==> src/rtl/vector_cache_pkg.sv <==
// -----------------------------------------------------------------------------
// vector_cache_pkg
//   Types shared across the vector cache SRAM group chain.
//   - txnid_t          : read transaction identifier
//   - arb_out_req_t    : read command payload issued eastward into the chain
//   - group_data_pld_t : read data payload returning after the east-end loop-back
//   - LOOP_RTN_FIFO_DEPTH : default per-lane depth of the loop-return collector
// -----------------------------------------------------------------------------
package vector_cache_pkg;

    localparam int TXNID_W             = 8;
    localparam int DATA_W              = 32;
    localparam int LOOP_RTN_FIFO_DEPTH = 4;

    typedef logic [TXNID_W-1:0] txnid_t;

    typedef struct packed {
        txnid_t txnid;
    } arb_out_req_t;

    typedef struct packed {
        logic [DATA_W-1:0] data;
    } group_data_pld_t;

endpackage

==> src/rtl/loop_rtn_lane.sv <==
// -----------------------------------------------------------------------------
// loop_rtn_lane
//   One lane of the loop-return collector: a tag FIFO holding the IDs of issued
//   read commands, a data FIFO holding looped-back data, a credit counter that
//   keeps un-stallable returns from overflowing the data FIFO, and (optionally)
//   a sticky protocol checker.
//
//   Optional feature: define LOOP_RTN_ERR_CHK_EN to enable the return checker.
//
//   Ports:
//     clk, rst      core clock, asynchronous active-high reset
//     cmd_vld/rdy   read command issue handshake; cmd_txnid is recorded
//     rtn_vld/data  looped-back data, no back-pressure
//     out_vld/rdy   paired entry handshake toward the consumer
//     out_data      data FIFO head
//     out_txnid     tag FIFO head (ID paired with out_data)
//     err           sticky protocol error (0 when the checker is disabled)
// -----------------------------------------------------------------------------
module loop_rtn_lane
    import vector_cache_pkg::*;
#(
    parameter int FIFO_DEPTH = LOOP_RTN_FIFO_DEPTH,
    parameter int CNT_W      = $clog2(FIFO_DEPTH + 1)
) (
    input  logic            clk,
    input  logic            rst,
    input  logic            cmd_vld,
    input  txnid_t          cmd_txnid,
    output logic            cmd_rdy,
    input  logic            rtn_vld,
    input  group_data_pld_t rtn_data,
    output logic            out_vld,
    output group_data_pld_t out_data,
    output txnid_t          out_txnid,
    input  logic            out_rdy,
    output logic            err
);

    localparam int IDX_W = $clog2(FIFO_DEPTH);

    // Pointers carry one extra wrap bit so full and empty are distinguishable.
    typedef logic [IDX_W:0] ptr_t;

    ptr_t             tag_wr, tag_rd, dat_wr, dat_rd;
    txnid_t           tag_mem [FIFO_DEPTH];
    group_data_pld_t  dat_mem [FIFO_DEPTH];
    logic [CNT_W-1:0] credit;
    logic             accept, pop, push;

    assign cmd_rdy   = (credit != '0);
    assign accept    = cmd_vld & cmd_rdy;
    assign out_vld   = (dat_wr != dat_rd);
    assign pop       = out_vld & out_rdy;
    assign out_data  = dat_mem[dat_rd[IDX_W-1:0]];
    assign out_txnid = tag_mem[tag_rd[IDX_W-1:0]];

`ifdef LOOP_RTN_ERR_CHK_EN
    ptr_t tag_occ, dat_occ;
    logic dat_full, bad;

    assign tag_occ  = tag_wr - tag_rd;
    assign dat_occ  = dat_wr - dat_rd;
    assign dat_full = (dat_wr[IDX_W] != dat_rd[IDX_W]) &&
                      (dat_wr[IDX_W-1:0] == dat_rd[IDX_W-1:0]);
    // Data with no outstanding command, or with nowhere to go, is dropped.
    assign bad      = rtn_vld & ((tag_occ <= dat_occ) | dat_full);
    assign push     = rtn_vld & ~bad;

    always_ff @(posedge clk or posedge rst) begin
        if (rst) begin
            err <= 1'b0;
        end else if (bad) begin
            err <= 1'b1;
        end
    end
`else
    assign push = rtn_vld;
    assign err  = 1'b0;
`endif

    // NOTE: storage arrays have no reset; only pointers define what is valid,
    // so clearing the contents would add reset fan-out for no benefit.
    always_ff @(posedge clk) begin
        if (accept) begin
            tag_mem[tag_wr[IDX_W-1:0]] <= cmd_txnid;
        end
        if (push) begin
            dat_mem[dat_wr[IDX_W-1:0]] <= rtn_data;
        end
    end

    // NOTE: sequential state uses non-blocking assignments so every register
    // samples pre-edge values regardless of statement order.
    always_ff @(posedge clk or posedge rst) begin
        if (rst) begin
            tag_wr <= '0;
            tag_rd <= '0;
            dat_wr <= '0;
            dat_rd <= '0;
            credit <= CNT_W'(FIFO_DEPTH);
        end else begin
            if (accept) tag_wr <= tag_wr + ptr_t'(1);
            if (push)   dat_wr <= dat_wr + ptr_t'(1);
            if (pop) begin
                tag_rd <= tag_rd + ptr_t'(1);
                dat_rd <= dat_rd + ptr_t'(1);
            end
            case ({accept, pop})
                2'b10:   credit <= credit - CNT_W'(1);
                2'b01:   credit <= credit + CNT_W'(1);
                default: ;
            endcase
        end
    end

endmodule

==> src/rtl/loop_return_collector.sv <==
// -----------------------------------------------------------------------------
// loop_return_collector
//   West-edge collector for read data returning from the SRAM group chain after
//   the east-end loop-back. Each lane records issued read IDs in order, pairs
//   each looped-back data beat with the oldest recorded ID and presents the pair
//   to a downstream consumer with valid/ready. Lanes are fully independent.
//
//   Optional feature: define LOOP_RTN_ERR_CHK_EN to enable the per-lane sticky
//   return checker driving rtn_err; otherwise rtn_err is tied to 0.
//
//   Ports (all per-lane vectors are [LANE_NUM-1:0]):
//     clk, rst        core clock, asynchronous active-high reset
//     rd_cmd_vld_in   read command issued eastward
//     rd_cmd_pld_in   command payload; txnid is captured
//     rd_cmd_rdy_out  lane has a free credit
//     data_in_vld     looped-back data valid (cannot be stalled)
//     data_in         looped-back data
//     data_out_vld    paired entry available
//     data_out        buffered data
//     data_out_txnid  transaction ID paired with data_out
//     data_out_rdy    consumer accepts the entry
//     rtn_err         sticky per-lane protocol error
// -----------------------------------------------------------------------------
module loop_return_collector
    import vector_cache_pkg::*;
#(
    parameter int LANE_NUM   = 8,
    parameter int FIFO_DEPTH = LOOP_RTN_FIFO_DEPTH,
    parameter int CNT_W      = $clog2(FIFO_DEPTH + 1)
) (
    input  logic                             clk,
    input  logic                             rst,
    input  logic            [LANE_NUM-1:0]   rd_cmd_vld_in,
    input  arb_out_req_t    [LANE_NUM-1:0]   rd_cmd_pld_in,
    output logic            [LANE_NUM-1:0]   rd_cmd_rdy_out,
    input  logic            [LANE_NUM-1:0]   data_in_vld,
    input  group_data_pld_t [LANE_NUM-1:0]   data_in,
    output logic            [LANE_NUM-1:0]   data_out_vld,
    output group_data_pld_t [LANE_NUM-1:0]   data_out,
    output txnid_t          [LANE_NUM-1:0]   data_out_txnid,
    input  logic            [LANE_NUM-1:0]   data_out_rdy,
    output logic            [LANE_NUM-1:0]   rtn_err
);

    for (genvar i = 0; i < LANE_NUM; i++) begin : g_lane
        loop_rtn_lane #(
            .FIFO_DEPTH (FIFO_DEPTH),
            .CNT_W      (CNT_W)
        ) u_lane (
            .clk       (clk),
            .rst       (rst),
            .cmd_vld   (rd_cmd_vld_in[i]),
            .cmd_txnid (rd_cmd_pld_in[i].txnid),
            .cmd_rdy   (rd_cmd_rdy_out[i]),
            .rtn_vld   (data_in_vld[i]),
            .rtn_data  (data_in[i]),
            .out_vld   (data_out_vld[i]),
            .out_data  (data_out[i]),
            .out_txnid (data_out_txnid[i]),
            .out_rdy   (data_out_rdy[i]),
            .err       (rtn_err[i])
        );
    end

endmodule

==> config.mk <==
export PLATFORM = sky130hd
export DESIGN_NAME = loop_return_collector
export DESIGN_NICKNAME = d
export VERILOG_FILES = /design/src/rtl/vector_cache_pkg.sv /design/src/rtl/loop_rtn_lane.sv /design/src/rtl/loop_return_collector.sv
export SDC_FILE = /design/constraint.sdc
export NUM_CORES = 1
export LEC_CHECK = 0
export ABC_CLOCK_PERIOD_IN_PS = 4300
export CORE_MARGIN = 2
export CORE_UTILIZATION = 55
export CTS_CLUSTER_DIAMETER = 150
export DETAILED_ROUTE_END_ITERATION = 16
export GPL_TIMING_DRIVEN = 0
export PLACE_DENSITY = 0.8
export SYNTH_ARGS = -nofsm -noshare
export SYNTH_HDL_FRONTEND = slang
export SYNTH_SLANG_ARGS = --single-unit
==> constraint.sdc <==
create_clock -name clk -period 4.3 [get_ports clk]
set_input_delay 0.43 -clock clk [delete_from_list [all_inputs] [get_ports clk]]
set_output_delay 0.43 -clock clk [all_outputs]
set_load 0.02 [all_outputs]
==> results.cfg, run 1 <==
[run_status]
status = finished clean

[critical_path]
required_ns = 3.87
cp-end-kind = primary output
path_cells = buf_2 -> clkbuf_1 -> mux4_2 -> clkdlybuf4s50_1
crit_family = buffers and inverters
critPathSlowestCell = clkdlybuf4s50_1
criticalPathCategory = flop to primary output
arrival_ns = 2.98
cpPeakStageDelay_ns = 0.62
path_buf_inv = 3
worstPathMaxFanout = 10
cp-start-kind = flop

[final_layout]
fillers = 5599
layoutNonFillerInstCount = 4540
num-nets-final = 3577
syn_to_final_growth_pct = 24.3
final_layout_size_suffix_gt1_share_pct = 21.6

[die]
core_um2 = 95200
start_util_pct = 55.5
die_height_um = 314
pin_count = 690
fp.dieArea_um2 = 98600
rows = 113
dieWidth_um = 314

[timing]
finalMaxSlewViolations = 0
rsz0062_at_grt = no
finClkSkew_ns = 0.0317
setup_tns_ns = 0
tightestPinTransition_ns = 0.941
setup_ws_ns = 0.889
slew_headroom_pct = 37.2
post-route-period-util_pct = 79.3
finalSetupViolCount = 0
hold_violations = 0
fin_crit_ns = 3.41
holdWs_ns = 0.113
fmax_ghz = 0.293

[place]
post-place-ws_ns = 1.63
routabilityCongestion = 0.829
hpwl_um = 78600
portBuffers = 681
dp_cells = 4268

[global_routing]
grt_pass1_vias = 27700
antenna_found_initial = 41
grt_use_total_pct = 23.8
grt_max_degree = 54
grt-ovfl-total = 0
grt_pass1_wl_um = 172000

[power]
vdd_ir_drop_max_mv = 0.513
leakage_nw = 22.3
power_mw = 48.1
power_density_nw_per_um2 = 732

[clock_tree]
htree_levels = 4
cts_max_path_buffers = 3
cts_hold_buf = 0
clkTransAtPathRegs_ns = 0.06
cts-buffers-inserted = 138
worstSkewPairLatency_ns = 0.73
post_cts_buffers = 0
cts_tree = yes
cts_resized = 0
root_buffer = clkbuf_16
cts_sinks = 1384

[synthesis]
synth-main-ff-cell = edfxtp_1
ys_types = 33
synth_area_um2 = 52800
async_flop_share_pct = 7.51
synth_seq_cells = 1384
synth_top_cell_by_area = edfxtp_1
synth_common_cells = edfxtp_1 (1,280), mux4_2 (320), dfrtp_1 (96)
synth_seq_area_share_pct = 77.7
yosysTopAreaCellShare_pct = 72.7
yosys-top-cells-area = edfxtp_1 (73%), mux4_2 (14%), dfrtp_1 (4.5%)
syn-instance-count = 2314
synth_warnings = 0
synth_edf_count = 1280
syn_avg_cell_area_um2 = 22.8
yosysMostFrequentCell = edfxtp_1

[drt]
drt-total-wl_um = 117000
initialDrtViolationCount = 1813
via_count = 25900
drt-vias-per-instance = 5.70
postRouteAntennaNets = 0
drtPass1Iterations = 5
drc_errors = 0
wl_per_cell_um = 25.7

[run]
drv_cap = 0

[worst_hold_path]
hold_class = input pin to asynchronous set/reset pin
==> per-layer routing <==
layer	global-route usage, %	wire length (µm)	vias to the layer above
met1	26.4	39900	13500
li1	-	-	11100
met5	0	251	-
met4	10.9	5040	38
met3	8.21	9750	274
met2	41.2	61800	994
==> per-stage QoR <==
stage | cell area [µm²] | util (%)
global placement | 61300 | 64.4
CTS | 65600 | 69.0
global route | 65700 | 69.0
detailed placement | 61300 | 64.5
floorplan | 52900 | -
finish | 65700 | 69.0
==> worst reg2reg max path: stages (launching register included) <==
cell and delay [ns]:
dfrtp_1 0.39, buf_2 0.20, xnor2_1 0.41, a31o_2 0.31, inv_1 0.07, ha_1 0.22
inv_1 0.07, fa_1 0.41, mux2_2 0.27
==> cells in the final DEF, fill, tap and decap left out, types with 32 or more instances in the layout <==
cell	Yosys	layout
edfxtp_1	1280	1280
clkdlybuf4s50_1	0	681
mux4_2	320	320
clkbuf_16	0	144
dfrtp_1	96	96
ha_1	80	80
inv_1	65	64
clkbuf_1	16	53
xnor2_1	48	48
buf_4	48	48
xor2_1	40	40
buf_2	32	32
nand3_1	32	32
nand2_1	32	32
and2_2	0	32
==> path summary, 6_finish.rpt <==
path / from / to / slack, ns / depth (start not counted)
worst max-delay path: g_lane[1].u_lane.dat_rd[1]$_DFFE_PP0P_ / data_out[57] / 0.89 / 4
worst min-delay path: rst / g_lane[4].u_lane.tag_wr[1]$_DFFE_PP0P_ / 0.11 / 2
worst max register to register: g_lane[0].u_lane.dat_rd[1]$_DFFE_PP0P_ / g_lane[0].u_lane.credit[1]$_DFFE_PP0P_ / 1.84 / 8
worst min register to register: g_lane[0].u_lane.credit[2]$_DFFE_PP1P_ / g_lane[0].u_lane.credit[2]$_DFFE_PP1P_ / 0.52 / 1
max in group asynchronous: rst / g_lane[0].u_lane.credit[2]$_DFFE_PP1P_ / 3.37 / 3
min in group clk: data_in[176] / g_lane[5].u_lane.dat_mem[0][16]$_DFFE_PP_ / 0.33 / 1
==> area by class of cell <==
type                            count  area [µm²]  area share (%)
Inverter                           65         249           0.379
Tap cell                         1265        1580            2.41
Timing Repair Buffer              682        6840            10.4
Antenna cell                       21        52.6          0.0800
Buffer                            104         611           0.929
Clock inverter                     64         468           0.712
Clock buffer                      187        3820            5.82
Multi-Input combinational cell    768       11000            16.8
Sequential cell                  1384       41000            62.5
==> state kept, by name, indices dropped and copies added, names as in the netlist <==
register               cells
g_lane.u_lane.credit      24
g_lane.u_lane.tag_rd      16
g_lane.u_lane.dat_wr      24
g_lane.u_lane.tag_wr      16
g_lane.u_lane.dat_rd      24
g_lane.u_lane.tag_mem    256
g_lane.u_lane.dat_mem   1024
==> cell families after synthesis <==
kind of cell / Yosys count / share of synthesized area [%]
DFF: 1384 / 77.7
muxes: 336 / 14.0
xor gates and xnor gates: 96 / 1.70
buffers and inverters: 169 / 1.62
and+or+nand+nor: 184 / 2.06
other: 1 / 0.00710
adders and majority gates: 88 / 2.20
AOI/OAI and AO/OA: 56 / 0.701
==> where the power goes <==
group | internal [mW] | switching (mW) | total (mW)
combinational | 8.24 | 9.61 | 17.8
clock | 6.49 | 4.88 | 11.4
sequential | 17.9 | 0.997 | 18.9
Power figures use the tool's default switching activity.
==> run 2, diff against run 1 <==
--- a/config.mk
+++ b/config.mk
@@ -5,7 +5,7 @@
 export SDC_FILE = /design/constraint.sdc
 export NUM_CORES = 1
 export LEC_CHECK = 0
-export ABC_CLOCK_PERIOD_IN_PS = 4300
+export ABC_CLOCK_PERIOD_IN_PS = 3250
 export CORE_MARGIN = 2
 export CORE_UTILIZATION = 55
 export CTS_CLUSTER_DIAMETER = 150
==> constraint.sdc (replaced) <==
create_clock -name clk -period 3.25 [get_ports clk]
set_input_delay 0.325 -clock clk [delete_from_list [all_inputs] [get_ports clk]]
set_output_delay 0.325 -clock clk [all_outputs]
set_load 0.02 [all_outputs]
==> run 2 against run 1 <==
Final area barely moved. Clock skew about the same. Utilization rose by 0.054 points. First-iteration DRC count fell by 1.4%. Sequential cell count did not move. Routed wire length hardly changed. Critical path depth stayed put. Register-to-register slack got worse by 1.0 ns. Global-route usage hardly changed. Highest routed layer unchanged. Non-clock buffer count rose by 1. Die area did not move. Hold slack improved by 0.11 ns.
==> results.cfg, run 2 (synthesis results as in run 1) <==
[die]
dieWidth_um = 314
rows = 113
die_height_um = 314
start_util_pct = 55.5
core_um2 = 95200
pin_count = 690
fp.dieArea_um2 = 98600

[final_layout]
final_cell_mix = edfxtp_1 (1,280), clkdlybuf4s50_1 (675), mux4_2 (320)
final_common_cell = edfxtp_1
num-nets-final = 3578
largest_reg_flops = 1024
final_layout_size_suffix_gt1_share_pct = 22.0
final_util_pct = 69.1
syn_to_final_growth_pct = 24.4

[critical_path]
worstPathMaxFanout = 10
required_ns = 2.92
cp-end-kind = primary output
arrival_ns = 2.82
cp-start-kind = flop
rr_worst_depth = 8
criticalPathCategory = flop to primary output

[drt]
drtPass1Iterations = 5
drt-total-wl_um = 117000
wl_per_cell_um = 25.7
drt-vias-per-instance = 5.70
postRouteAntennaNets = 0
via_count = 25900
drc_errors = 0
initialDrtViolationCount = 1788

[place]
hpwl_um = 78600
routabilityCongestion = 0.829
post-place-ws_ns = 0.683
portBuffers = 681

[timing]
holdWs_ns = 0.226
finClkSkew_ns = 0.0315
slew_headroom_pct = 37.1
setup_tns_ns = 0
fin_crit_ns = 3.14
rsz0062_at_grt = yes
setup_ws_ns = 0.105
fmax_ghz = 0.318
post-route-period-util_pct = 96.8
finalSetupViolCount = 0
hold_violations = 0
finalMaxSlewViolations = 0
tightestPinTransition_ns = 0.944

[clock_tree]
cts_max_path_buffers = 3
htree_levels = 4
cts-buffers-inserted = 138
worstSkewPairLatency_ns = 0.73
cts_sinks = 1384
post_cts_buffers = 0
cts_tree = yes
root_buffer = clkbuf_16
clkTransAtPathRegs_ns = 0.06

[power]
comb_power_share_pct = 37.1
clkPwrFrac_pct = 23.6
intPower_mw = 43.2
power_switching_mw = 20.5
power_mw = 63.7
leakage_nw = 22.4
p_sw_share_pct = 32.2
vdd_ir_drop_max_mv = 0.679
p_seq_share_pct = 39.2
power_density_nw_per_um2 = 968

[run]
drv_cap = 0

[worst_hold_path]
min_path_cells = 1
hold_class = input pin to flop

[global_routing]
grt-ovfl-total = 0
grt_max_degree = 54
grt_pass1_wl_um = 172000
antenna_found_initial = 41
grt_pass1_vias = 27700
grt_use_total_pct = 23.8

[run_status]
status = finished clean
run 2: final cells by class:
class,count,area (µm²)
Timing Repair Buffer,683,6850
Buffer,104,659
Multi-Input combinational cell,768,11000
Tap cell,1265,1580
Fill cell,5604,29400
Clock inverter,64,468
Clock buffer,187,3820
Antenna cell,21,52.6
Sequential cell,1384,41000
Inverter,65,249
run 2: routing by layer:
layer	routed length (µm)	GRT usage, %
met1	39700	26.4
met2	62000	41.2
met3	9830	8.21
met4	5030	10.9
met5	251	0
run 2: power by group through the flow:
stage | Clock, mW | Combinational (mW) | Sequential, mW
floorplan | 0 | 14.2 | 24.8
global placement | 0 | 23.0 | 25.0
detailed placement | 0 | 23.6 | 25.3
CTS | 15.3 | 23.9 | 25.0
global route | 15.9 | 25.0 | 25.3
finish | 15.0 | 23.6 | 25.0
run 2: final timing paths:
check                                                  startpoint                                  endpoint  slack [ns]
hold reg to reg            g_lane[0].u_lane.credit[2]$_DFFE_PP1P_    g_lane[0].u_lane.credit[2]$_DFFE_PP1P_        0.52
setup reg to reg           g_lane[4].u_lane.dat_rd[1]$_DFFE_PP0P_    g_lane[4].u_lane.credit[1]$_DFFE_PP0P_        0.82
setup / recovery           g_lane[6].u_lane.dat_rd[1]$_DFFE_PP0P_                             data_out[196]        0.11
max in group asynchronous                                     rst    g_lane[0].u_lane.credit[2]$_DFFE_PP1P_        1.84
hold / removal                                        data_in[71]  g_lane[2].u_lane.dat_mem[2][7]$_DFFE_PP_        0.23
min in group asynchronous                                     rst    g_lane[4].u_lane.tag_wr[1]$_DFFE_PP0P_        0.59
run 2: timing repair:
item / CTS / global route
hold endpoints to repair: 4 / 0
resized for setup: 18 / 16
hold buffers: 1 / 0
setup endpoints to repair: 65 / 39
run 2: metrics by stage:
| step | area (µm²) | std cells |
|---|---|---|
| after global placement | 61300 | 4267 |
| final | 65700 | 4541 |
| after floorplan | 52900 | 2321 |
| after CTS | 65700 | 4520 |
| after detailed placement | 61300 | 4268 |
| after global routing | 65700 | 4540 |
run 2: worst max-delay path, cell delays in order, from the launching register on:
cell and delay [ns]:
dfrtp_1 0.35, buf_2 0.21, clkbuf_1 0.54, mux4_2 0.43, clkdlybuf4s50_1 0.56
